File: config.mk
export PLATFORM = sky130hd
export DESIGN_NAME = ftile_rx_mac_seg_to_mfb
export DESIGN_NICKNAME = d
export VERILOG_FILES = /design/src/rtl/ftile_rx_mac_seg_to_mfb.sv
export SDC_FILE = /design/constraint.sdc
export NUM_CORES = 1
export LEC_CHECK = 0
export BUFFER_PORTS_ARGS = -buffer_cell sky130_fd_sc_hd__buf_2
export CORE_AREA = 2 2 243 245
export DETAILED_ROUTE_END_ITERATION = 8
export DIE_AREA = 0 0 245 247
export HOLD_SLACK_MARGIN = 0.08
export PLACE_DENSITY = 0.39
export SLEW_MARGIN = 15
export SYNTH_ARGS = -nofsm -noshare
export SYNTH_HDL_FRONTEND = slang
export SYNTH_SLANG_ARGS = --single-unit
File: constraint.sdc
create_clock -name clk_i -period 12.65 [get_ports clk_i]
set_input_delay 1.8975 -clock clk_i [delete_from_list [all_inputs] [get_ports clk_i]]
set_output_delay 1.8975 -clock clk_i [all_outputs]
set_load 0.05 [all_outputs]
File: src/rtl/ftile_rx_mac_seg_to_mfb.sv
// F-Tile MAC segmented RX to MFB adapter: INFRAME/EOP_EMPTY flags become registered SOF/EOF/position/error.
// Optional frame/error statistics counters are enabled by defining FTILE_RX_ADAPT_STATS_EN.
module ftile_rx_mac_seg_to_mfb #(
    parameter int SEGMENTS = 4,
    parameter int REGIONS  = 1,
    localparam int REGION_SIZE = SEGMENTS / REGIONS,
    localparam int SOF_POS_W   = (REGION_SIZE > 1) ? $clog2(REGION_SIZE) : 1,
    localparam int EOF_POS_W   = $clog2(REGION_SIZE * 8)
) (
    input  logic                           clk_i,
    input  logic                           rst_i,
    input  logic [SEGMENTS*64-1:0]         in_data_i,
    input  logic [SEGMENTS-1:0]            in_inframe_i,
    input  logic [SEGMENTS*3-1:0]          in_eop_empty_i,
    input  logic [SEGMENTS-1:0]            in_fcs_error_i,
    input  logic [SEGMENTS*2-1:0]          in_error_i,
    input  logic [SEGMENTS*3-1:0]          in_status_data_i,
    input  logic                           in_valid_i,
    output logic [SEGMENTS*64-1:0]         out_data_o,
    output logic [REGIONS-1:0]             out_sof_o,
    output logic [REGIONS-1:0]             out_eof_o,
    output logic [REGIONS*SOF_POS_W-1:0]   out_sof_pos_o,
    output logic [REGIONS*EOF_POS_W-1:0]   out_eof_pos_o,
    output logic [REGIONS-1:0]             out_error_o,
    output logic                           out_src_rdy_o,
    output logic [31:0]                    out_frame_cnt_o,
    output logic [31:0]                    out_err_cnt_o
);

    // SYNC: discard segments until the first INFRAME=0 so a reset mid-frame yields no orphan EOF
    localparam logic [0:0] ST_SYNC = 1'b0;
    localparam logic [0:0] ST_RUN  = 1'b1;

    logic [0:0]                   state_q, state_d;
    logic                         prev_inframe_q, prev_inframe_d;

    logic [SEGMENTS-1:0]          prev_s;
    logic [SEGMENTS-1:0]          mask_s;
    logic [SEGMENTS-1:0]          sop_s;
    logic [SEGMENTS-1:0]          eop_s;
    logic [SEGMENTS-1:0]          act_s;
    logic [SEGMENTS-1:0]          seg_err_s;
    logic                         seen_zero;

    logic [SEGMENTS*64-1:0]       data_q;
    logic [REGIONS-1:0]           sof_q, sof_d;
    logic [REGIONS-1:0]           eof_q, eof_d;
    logic [REGIONS*SOF_POS_W-1:0] sof_pos_q, sof_pos_d;
    logic [REGIONS*EOF_POS_W-1:0] eof_pos_q, eof_pos_d;
    logic [REGIONS-1:0]           err_q, err_d;
    logic                         src_rdy_q, src_rdy_d;

    logic                         unused_status;
    assign unused_status = ^in_status_data_i;

    always_comb begin
        prev_s    = '0;
        mask_s    = '0;
        sop_s     = '0;
        eop_s     = '0;
        act_s     = '0;
        seg_err_s = '0;
        seen_zero = 1'b0;
        prev_s[0] = prev_inframe_q;
        for (int i = 1; i < SEGMENTS; i++) begin
            prev_s[i] = in_inframe_i[i-1];
        end
        for (int i = 0; i < SEGMENTS; i++) begin
            mask_s[i]    = (state_q == ST_SYNC) && !seen_zero;
            seen_zero    = seen_zero | ~in_inframe_i[i];
            sop_s[i]     = in_inframe_i[i] & ~prev_s[i] & ~mask_s[i];
            eop_s[i]     = ~in_inframe_i[i] & prev_s[i] & ~mask_s[i];
            act_s[i]     = (in_inframe_i[i] & ~mask_s[i]) | eop_s[i];
            seg_err_s[i] = in_fcs_error_i[i] | (|in_error_i[2*i +: 2]);
        end
    end

    always_comb begin
        state_d        = state_q;
        prev_inframe_d = prev_inframe_q;
        if (in_valid_i) begin
            prev_inframe_d = in_inframe_i[SEGMENTS-1];
            if (state_q == ST_SYNC && seen_zero) begin
                state_d = ST_RUN;
            end
        end
    end

    // Minimum frame length guarantees at most one SOP and one EOP per region
    always_comb begin
        sof_d     = '0;
        eof_d     = '0;
        sof_pos_d = '0;
        eof_pos_d = '0;
        err_d     = '0;
        src_rdy_d = in_valid_i & (|act_s);
        if (in_valid_i) begin
            for (int r = 0; r < REGIONS; r++) begin
                for (int j = 0; j < REGION_SIZE; j++) begin
                    if (sop_s[r*REGION_SIZE + j]) begin
                        sof_d[r] = 1'b1;
                        sof_pos_d[r*SOF_POS_W +: SOF_POS_W] = SOF_POS_W'(j);
                    end
                    if (eop_s[r*REGION_SIZE + j]) begin
                        eof_d[r] = 1'b1;
                        eof_pos_d[r*EOF_POS_W +: EOF_POS_W] =
                            EOF_POS_W'(j*8 + 7 - int'(in_eop_empty_i[3*(r*REGION_SIZE + j) +: 3]));
                        err_d[r] = seg_err_s[r*REGION_SIZE + j];
                    end
                end
            end
        end
    end

    always_ff @(posedge clk_i or posedge rst_i) begin
        if (rst_i) begin
            state_q        <= ST_SYNC;
            prev_inframe_q <= 1'b0;
            data_q         <= '0;
            sof_q          <= '0;
            eof_q          <= '0;
            sof_pos_q      <= '0;
            eof_pos_q      <= '0;
            err_q          <= '0;
            src_rdy_q      <= 1'b0;
        end else begin
            state_q        <= state_d;
            prev_inframe_q <= prev_inframe_d;
            if (in_valid_i) begin
                data_q <= in_data_i;
            end
            sof_q     <= sof_d;
            eof_q     <= eof_d;
            sof_pos_q <= sof_pos_d;
            eof_pos_q <= eof_pos_d;
            err_q     <= err_d;
            src_rdy_q <= src_rdy_d;
        end
    end

    assign out_data_o    = data_q;
    assign out_sof_o     = sof_q;
    assign out_eof_o     = eof_q;
    assign out_sof_pos_o = sof_pos_q;
    assign out_eof_pos_o = eof_pos_q;
    assign out_error_o   = err_q;
    assign out_src_rdy_o = src_rdy_q;

`ifdef FTILE_RX_ADAPT_STATS_EN
    logic [31:0] frame_cnt_q;
    logic [31:0] err_cnt_q;
    logic [31:0] eof_num;
    logic [31:0] err_num;

    always_comb begin
        eof_num = '0;
        err_num = '0;
        for (int r = 0; r < REGIONS; r++) begin
            eof_num = eof_num + 32'(eof_d[r]);
            err_num = err_num + 32'(eof_d[r] & err_d[r]);
        end
    end

    always_ff @(posedge clk_i or posedge rst_i) begin
        if (rst_i) begin
            frame_cnt_q <= '0;
            err_cnt_q   <= '0;
        end else begin
            frame_cnt_q <= frame_cnt_q + eof_num;
            err_cnt_q   <= err_cnt_q + err_num;
        end
    end

    assign out_frame_cnt_o = frame_cnt_q;
    assign out_err_cnt_o   = err_cnt_q;
`else
    assign out_frame_cnt_o = '0;
    assign out_err_cnt_o   = '0;
`endif

endmodule

Yosys cells after proc, flatten, opt, wreduce, memory -nomap -nowiden
Cells that the tools add are included.
- add/subtract/negate cells: 4
- $mul: 0
- order comparisons: 0
- div/mod/pow operators: 0
- muxes and demuxes: 24
- reductions and logical operators: 12
- equal/unequal tests: 0
- bitwise logic cells: 41
- shift operators: 0
- operators with widths (cell ; number):
    $mux 5 ; 5
    $and 1x1->1 ; 21
    $mux 1 ; 16
    $or 1x1->1 ; 11
    $sub 5x3->5 const A ; 2
    $not 1->1 ; 9
    $reduce_or 2->1 ; 4
    $mux 2 ; 3
    $sub 4x3->5 const A ; 1
    $logic_and 1x1->1 ; 4
    $reduce_or 4->1 ; 1
    $sub 3x3->4 const A ; 1
    $logic_not 1->1 ; 2
    $reduce_and 2->1 ; 1
- register bits: 269
- bits in read-only memories: 0
- memories kept: 0
- bits in writable memories: 0
- bits in latches: 0
- bits of input ports: 299

Logic depth before layout (Yosys ltp)
Gate-level depths: netlist (run 1).
- word-level depth: 10
- mapped depth: 5
- gate-level depth less buffers: 4

Worst setup path after synthesis (run 1)
OpenSTA, ideal clock, no wires.
- path kind: input -> register
- start point: in in_valid_i
- end point: reg data_q[46], in the netlist out_data_o[46]
- data arrival time: 2784 ps
- cell stages on the path: 4
- path buffers: 3
- path slack: 9741 ps
- cell sequence: clkbuf_1 -> buf_2 -> buf_2 -> mux2_2
- RTL lines (element ; RTL line ; source):
    start, declared ; 18 ; input logic in_valid_i,
    end signal, assigned ; 130 ; data_q <= in_data_i;
    end, declared ; 45 ; logic [SEGMENTS*64-1:0] data_q;
No word-level cell between the ends.

Worst setup path in the final report (run 1)
- start point: in in_valid_i
- end point: reg err_q, in the netlist out_error_o
- cells in the longest elaborated chain, start to end: 1
- ends and longest elaborated chain (element ; RTL line ; source):
    $mux 1 ; 97 ; if (in_valid_i) begin
    named net err_d ; 50 ; logic [REGIONS-1:0] err_q, err_d;
    end signal, assigned ; 136 ; err_q <= err_d;
    end, declared ; 50 ;
The timed path passes the listed nets, and every way through them passes these cells.
A chain may end at the register's enable or synchronous reset.

==> impl_metrics.toml, run 1 <==
[timing]
fmax_ghz = 0.247
rsz0062_at_grt = "no"
finalMaxSlewViolations = 0
post-route-min-period_ns = 4.05
worstMarginPinSlew_ns = 0.961
whs_ns = 0.497
setup_viol = 0
fin_crit_sh_pct = 32.0
clock_skew_ns = 0.000916
final_hold_viol_count = 0
fin_tns_setup_ns = 0
max_slew_margin_pct = 36.0
fin_ws_ns = 8.60

[synth]
synthCells = 685
synth.cell_area_mm2 = 0.0107
seq_area_frac_synth_pct = 63.1
ys_ff_latch = 269
yosys_warnings = 0
synth_cell_types = 32
avgSynthCellArea_um2 = 15.6

[setup_path]
crit_path_start_kind = "input port"
crit_type = "in -> reg"
arrival_ns = 4.46
worstPathMaxFanout = 69
slowest_delay_ns = 0.81
critPathBufInv = 4
crit_family = "buffers and inverters"
path_cells = "buf_8 > buf_4 > buf_4 > inv_1 > a2111oi_2"
crit_top_cell = "buf_4"
crit_required_ns = 13.06
endpoint_kind = "flip-flop"
cp_slowest_cell = "buf_4"

[finish]
layout_common_cells = "buf_2 (552), dfrtp_1 (269), mux2_2 (257), conb_1 (64), clkbuf_16 (34)"
fillers = 6182
final_common_cell = "buf_2"
area_growth_syn_to_layout_pct = 41.5
stdcell_count = 2040
nets = 1544
drive_above_1_share_pct = 69.0
final_core_util_pct = 25.9

[clock_tree]
clk_latency_ns = 0.52
ctsRootBufferMaster = "clkbuf_16"
cts_hold_buf = 0
clkTransAtPathRegs_ns = 0.05
numCtsBuffers = 34
post_cts_resize_count = 0
htree_num_levels = 2
cts_setup_buffers = 0
cts_tree = "built"
clockBufferDepth = 3
cts_sinks = 269

[place]
portBuffers = 553
placed_cells = 1982
gp_congestion = 0.742
dp_slack_ns = 7.92
hpwlAfterDp_mm = 23.4

[detailed_routing]
met2_length_mm = 16.1
drcViolationCount = 0
drt_iter0_markers = 178
vias = 7432
met1_length_mm = 11.3
routed_via_density = 3.64
antenna_left = 0
drtPass1Iterations = 4
routed_wirelength_mm = 31.3
wl_per_cell_um = 15.3
route.met3.wl_mm = 3.07
top_layer = "met5"

[power]
leakage_nw = 7.27
ir_drop_mv = 0.0933
cellPowerDensity_mw_per_mm2 = 168

[global_route]
grt_max_degree = 134
antenna_found_initial = 4
grt_pass1_wl_mm = 46.3
grt_pass1_vias = 7701
gr-total-overflow = 0
grt_use_total_pct = 9.95

[die]
rows = 89
dieHeight_um = 247
core_mm2 = 0.0582
die-area_mm2 = 0.0605
initial_utilization_pct = 18.3
ioPinCount = 630
die_x_um = 245

[worst_hold_path]
min_path_type = "reg -> reg"

[run]
cap_viol_max_count = 0

[outcome]
outcome = "finished clean"
==> power by group <==
| part | internal, mW | total, mW | switching (mW) |
|---|---|---|---|
| Combinational | 0.167 | 0.635 | 0.468 |
| Sequential | 0.946 | 0.985 | 0.0394 |
| Clock | 0.545 | 0.924 | 0.379 |
==> Yosys cell counts (all sizes together) <==
cell	n	share of area (%)
a2111oi	1	0.14
a211oi	1	0.070
a21o	1	0.14
a21oi	8	0.38
and2	2	0.14
and2b	1	0.070
and3	3	0.18
buf	96	6.2
clkbuf	1	0.035
conb	1	0.035
dfrtp	269	63
inv	4	0.14
mux2	257	27
nand2	8	0.38
nand2b	1	0.13
nor2	9	0.32
nor2b	1	0.059
nor3	3	0.14
nor3b	3	0.21
nor4	2	0.12
o21a	2	0.14
o21ai	5	0.34
o221ai	3	0.25
o31a	1	0.082
o31ai	1	0.070
or4	1	0.070
==> path summary, 6_finish.rpt <==
check / startpoint / end / slack (ns) / cells past startpoint
max in group asynchronous: rst_i / out_data_o[72] / 9.79 / 3
worst max register to register: state_q / out_error_o / 11.13 / 4
worst min register to register: out_data_o[156] / out_data_o[156] / 0.50 / 1
min in group asynchronous: rst_i / out_data_o[69] / 1.45 / 2
worst max-delay path: in_valid_i / out_error_o / 8.60 / 5
worst min-delay path: out_data_o[156] / out_data_o[156] / 0.50 / 1
==> kinds of logic after synthesis <==
family | count (synthesis) | share of synthesized area (%)
compound gates | 23 | 1.61
buf+inv | 101 | 6.35
flops | 269 | 63.1
mux | 257 | 27.1
other cells | 1 | 0.0351
simple gates | 34 | 1.81
==> routing by layer <==
metal	GRT usage, %	up-vias
li1	-	3390
met4	3.71	2
met1	10.5	3630
met5	0	-
met2	17.6	355
met3	4.08	55
==> per-stage QoR <==
stage	instance area (um^2)	total power, mW
final	15100	2.54
after global placement	14000	1.64
after floorplan	10900	1.48
after global routing	15100	2.67
after detailed placement	14000	1.64
after CTS	15100	2.60
==> sequential cells by signal (all words and copies together) (netlist names) <==
signal and count:
out_error_o 1, state_q 1, out_eof_pos_o 5, out_sof_pos_o 2, out_data_o 256, out_src_rdy_o 1, prev_inframe_q 1, out_eof_o 1
out_sof_o 1
==> cell type report <==
type	instances	area (um^2)	area share, %
well taps	773	967	6.41
multi-input cells	378	3500	23.2
clock inverters	11	101	0.671
diodes	1	2.50	0.0166
clock buffers	46	946	6.27
flip-flops and latches	269	6730	44.6
inverters	4	22.5	0.149
repair buffers	558	2830	18.7
Power figures use the tool's default switching activity.
==> inputs of run 2 (changes only) <==
==> constraint.sdc (replaced) <==
create_clock -name clk_i -period 4 [get_ports clk_i]
set_input_delay 0.6 -clock clk_i [delete_from_list [all_inputs] [get_ports clk_i]]
set_output_delay 0.6 -clock clk_i [all_outputs]
set_load 0.05 [all_outputs]
==> impl_metrics.toml, run 2 (synthesis results as in run 1) <==
[finish]
largest_reg_flops = 256
drive_above_1_share_pct = 69.4
fillers = 6184
layout_common_cells = "buf_2 (552), dfrtp_1 (269), mux2_2 (257), conb_1 (64), clkbuf_16 (35)"
nets = 1553
final_common_cell = "buf_2"
area_growth_syn_to_layout_pct = 43.4

[clock_tree]
htree_num_levels = 2
clk_latency_ns = 0.51
clkTransAtPathRegs_ns = 0.06
ctsRootBufferMaster = "clkbuf_16"
clockBufferDepth = 3
numCtsBuffers = 34
cts_sinks = 269
cts_tree = "built"
cts_setup_buffers = 0
cts_hold_buf = 0
post_cts_resize_count = 0

[timing]
max_slew_margin_pct = 33.0
whs_ns = 0.304
fin_tns_setup_ns = 0
setup_viol = 0
fin_crit_sh_pct = 45.4
fin_ws_ns = 2.18
worstMarginPinSlew_ns = 1.00
fmax_ghz = 0.550
finalMaxSlewViolations = 0
rsz0062_at_grt = "no"
clock_skew_ns = 0.00125
final_hold_viol_count = 0
post-route-min-period_ns = 1.82

[setup_path]
r2r_slack_ns = 2.44
crit_end = "out_data_o[5]"
arrival_ns = 1.22
cp_slowest_cell = "dfrtp_1"
crit_type = "reg -> out"
worst_r2r_path_depth = 4
crit_family = "flip-flops"
slowest_delay_ns = 0.40
crit_required_ns = 3.40
endpoint_kind = "primary output"
cp-startpoint = "out_data_o[5]"
path_cells = "buf_2"
worstPathMaxFanout = 2
crit_cells = 1
rr_startpoint = "state_q"
critPathBufInv = 1
crit_path_start_kind = "flip-flop"
r2r_end = "out_error_o"

[power]
p_clk_share_pct = 37.9
p_switching_mw = 2.79
combPwrFrac_pct = 24.4
power.share.sequential_pct = 37.7
ir_drop_mv = 0.287
sw_frac_of_total_pct = 33.7
cellPowerDensity_mw_per_mm2 = 541
power.total_mw = 8.27
p_int_mw = 5.49
leakage_nw = 7.37

[die]
initial_utilization_pct = 18.3
ioPinCount = 630
die_x_um = 245
dieHeight_um = 247
rows = 89
core_mm2 = 0.0582
die-area_mm2 = 0.0605

[place]
portBuffers = 553
dp_slack_ns = 1.93
gp_congestion = 0.736
hpwlAfterDp_mm = 24.0

[detailed_routing]
routed_wirelength_mm = 31.6
antenna_left = 0
wl_per_cell_um = 15.4
drt_iter0_markers = 144
routed_via_density = 3.63
drcViolationCount = 0
drtPass1Iterations = 4
vias = 7448

[global_route]
grt_pass1_vias = 7687
antenna_found_initial = 5
gr-total-overflow = 0
grt_use_total_pct = 10.1
grt_max_degree = 68
grt_pass1_wl_mm = 46.6

[outcome]
outcome = "finished clean"

[run]
cap_viol_max_count = 0

[worst_hold_path]
min_path_type = "in -> async"
[run 2: stage by stage]
| step | instance area (um^2) | util (%) | instances |
|---|---|---|---|
| finish | 15300 | 26.3 | 2051 |
| global route | 15300 | 26.3 | 2051 |
| CTS | 15300 | 26.3 | 2050 |
| detailed placement | 14100 | 24.3 | 1991 |
| global placement | 14100 | 24.3 | 1991 |
| floorplan | 10900 | - | 748 |
[run 2: worst reg2reg max path: cells and delay by family, from the launching register on]
kind / cells / cell delay (ns)
simple gates: 1 / 0.16
compound gates: 2 / 0.60
flops: 1 / 0.57
buf+inv: 1 / 0.13
[run 2: how the worst min path moves through the flow]
stage,end,slack [ns]
3_5_place_dp,out_data_o[121],0.49
6_report,out_data_o[225],0.30
5_1_grt,out_data_o[188],0.26
4_1_cts,out_data_o[190],0.26
2_1_floorplan,prev_inframe_q,0.58
3_3_place_gp,out_data_o[171],0.48
[run 2: power groups by stage]
stage	clock network, mW	logic, mW	registers (mW)
2_1_floorplan	0	0.565	4.12
3_3_place_gp	0	2.05	3.16
3_5_place_dp	0	2.05	3.17
4_1_cts	3.28	2.05	3.12
5_1_grt	3.40	2.12	3.15
6_report	3.13	2.02	3.12
[run 2: final cells by class]
type                       instances  area [um^2]  area share [%]
sequential                       269         6730            44.0
tap                              773          967            6.32
antenna                            1         2.50          0.0164
clock buffer                      49         1020            6.66
multi-input combinational        378         3500            22.9
inverter                           4         18.8           0.123
clock inverter                    10          134           0.875
timing repair buffer             567         2930            19.2
[run 2: metal layers]
layer  routed length (um)  vias up  track usage, %  share of wire, %
li1                     -     3402               -                 -
met1                11300     3636            10.6                36
met2                16300      351            17.8                52
met3                 3250       53            4.60                10
met4                  736        6            3.48               2.3
met5                   41        -               0              0.13
==> inputs of run 3 (changes only) <==
--- a/config.mk
+++ b/config.mk
@@ -10,7 +10,7 @@
 export DETAILED_ROUTE_END_ITERATION = 8
 export DIE_AREA = 0 0 245 247
 export HOLD_SLACK_MARGIN = 0.08
-export PLACE_DENSITY = 0.39
+export PLACE_DENSITY = 0.4
 export SLEW_MARGIN = 15
 export SYNTH_ARGS = -nofsm -noshare
 export SYNTH_HDL_FRONTEND = slang
==> constraint.sdc (replaced) <==
create_clock -name clk_i -period 1.5 [get_ports clk_i]
set_input_delay 0.225 -clock clk_i [delete_from_list [all_inputs] [get_ports clk_i]]
set_output_delay 0.225 -clock clk_i [all_outputs]
set_load 0.05 [all_outputs]
==> impl_metrics.toml, run 3 (synthesis results as in run 1) <==
[clock_tree]
clockBufferDepth = 3
numCtsBuffers = 34
cts_setup_buffers = 0
ctsRootBufferMaster = "clkbuf_16"
cts_tree = "built"
cts_sinks = 269
clk_latency_ns = 0.52
clkTransAtPathRegs_ns = 0.05
htree_num_levels = 2

[place]
dp_slack_ns = 0.124
hpwlAfterDp_mm = 25.8
portBuffers = 553
placed_cells = 2016
placed_area_mm2 = 0.0144
gp_congestion = 0.759

[finish]
final_cell_area_mm2 = 0.0182
area_growth_syn_to_layout_pct = 70.5
final_core_util_pct = 31.2
layout_common_cells = "buf_2 (551), dlygate4sd3_1 (269), dfrtp_1 (269), mux2_2 (257), conb_1 (64)"
stdcell_count = 2342
final_common_cell = "buf_2"
largest_reg_flops = 256
nets = 1847
drive_above_1_share_pct = 57.8

[setup_path]
crit_family = "flip-flops"
arrival_ns = 1.21
crit_type = "reg -> out"
path_cells = "buf_2"
crit_path_start_kind = "flip-flop"
critPathBufInv = 1
slowest_delay_ns = 0.39
crit_required_ns = 1.27
cp_slowest_cell = "dfrtp_1"
worstPathMaxFanout = 2
endpoint_kind = "primary output"

[detailed_routing]
drtPass1Iterations = 3
drt_iter0_markers = 128
vias = 8589
antenna_left = 0
drcViolationCount = 0
routed_via_density = 3.67
wl_per_cell_um = 14.7
routed_wirelength_mm = 34.4

[timing]
rsz0062_at_grt = "no"
final_hold_viol_count = 0
finalMaxSlewViolations = 0
clock_skew_ns = 0.00807
post-route-min-period_ns = 1.43
fin_crit_sh_pct = 95.6
fin_ws_ns = 0.0661
setup_viol = 0
fmax_ghz = 0.697

[power]
leakage_nw = 8.61
cellPowerDensity_mw_per_mm2 = 1220
ir_drop_mv = 0.855

[die]
dieHeight_um = 247
initial_utilization_pct = 18.3
die-area_mm2 = 0.0605
die_x_um = 245
ioPinCount = 630
core_mm2 = 0.0582
rows = 89

[global_route]
grt_max_degree = 53
grt_use_total_pct = 11.0
antenna_found_initial = 1
grt_pass1_wl_mm = 52.2
grt_pass1_vias = 9311
gr-total-overflow = 0

[run]
cap_viol_max_count = 0

[outcome]
outcome = "finished clean"

[worst_hold_path]
min_path_type = "in -> reg"
[run 3: where the power goes]
part	switching, mW	total [mW]	internal [mW]
logic	4.09	6.06	1.97
registers	0.352	8.33	7.98
clock network	3.14	7.81	4.67
[run 3: final cells by class]
class,instances,area [um^2]
well taps,773,967
clock buffers,49,1010
inverters,4,18.8
multi-input cells,378,3500
repair buffers,861,5920
fillers,5925,40000
diodes,1,2.50
flip-flops and latches,269,6730
clock inverters,7,53.8
[run 3: metrics by stage]
| stage | total power [mW] | TNS [ns] | hold slack, ns |
|---|---|---|---|
| floorplan | 12.5 | -612.90 | 0.377 |
| global placement | 14.0 | 0 | 0.311 |
| detailed placement | 14.0 | 0 | 0.305 |
| CTS | 22.6 | 0 | 0.0889 |
| global route | 23.3 | 0 | 0.101 |
| finish | 22.2 | 0 | 0.133 |
[run 3: repair_timing]
| action | 4_1_cts | 5_1_grt |
|---|---|---|
| endpoints found under the setup margin | 1 | 0 |
| endpoints found under the hold margin | 518 | 0 |
| hold buffers | 269 | 0 |
| gates resized for setup | 1 | 0 |
[run 3: final timing paths]
path | startpoint | endpoint | slack, ns | cells past startpoint
worst min-delay path | in_eop_empty_i[6] | out_eof_pos_o[0] | 0.13 | 3
min in group asynchronous | rst_i | out_data_o[122] | 0.32 | 4
worst max register to register | prev_inframe_q | out_eof_pos_o[2] | 0.17 | 4
worst max-delay path | out_data_o[248] | out_data_o[248] | 0.07 | 1
worst min register to register | state_q | state_q | 0.48 | 2
max in group asynchronous | rst_i | out_data_o[13] | 0.61 | 5
[run 3: tightest hold or removal path: stages]
cell      delay, ns
buf_2          0.09
o221ai_1       0.12
and3_1         0.17
[run 3: routing by layer]
metal	up-vias	track usage (%)	part of all wire, %
li1	3997	-	-
met1	4174	11.8	37
met2	354	20.1	52
met3	64	3.84	8.2
met4	0	3.71	2.6
met5	-	0	0
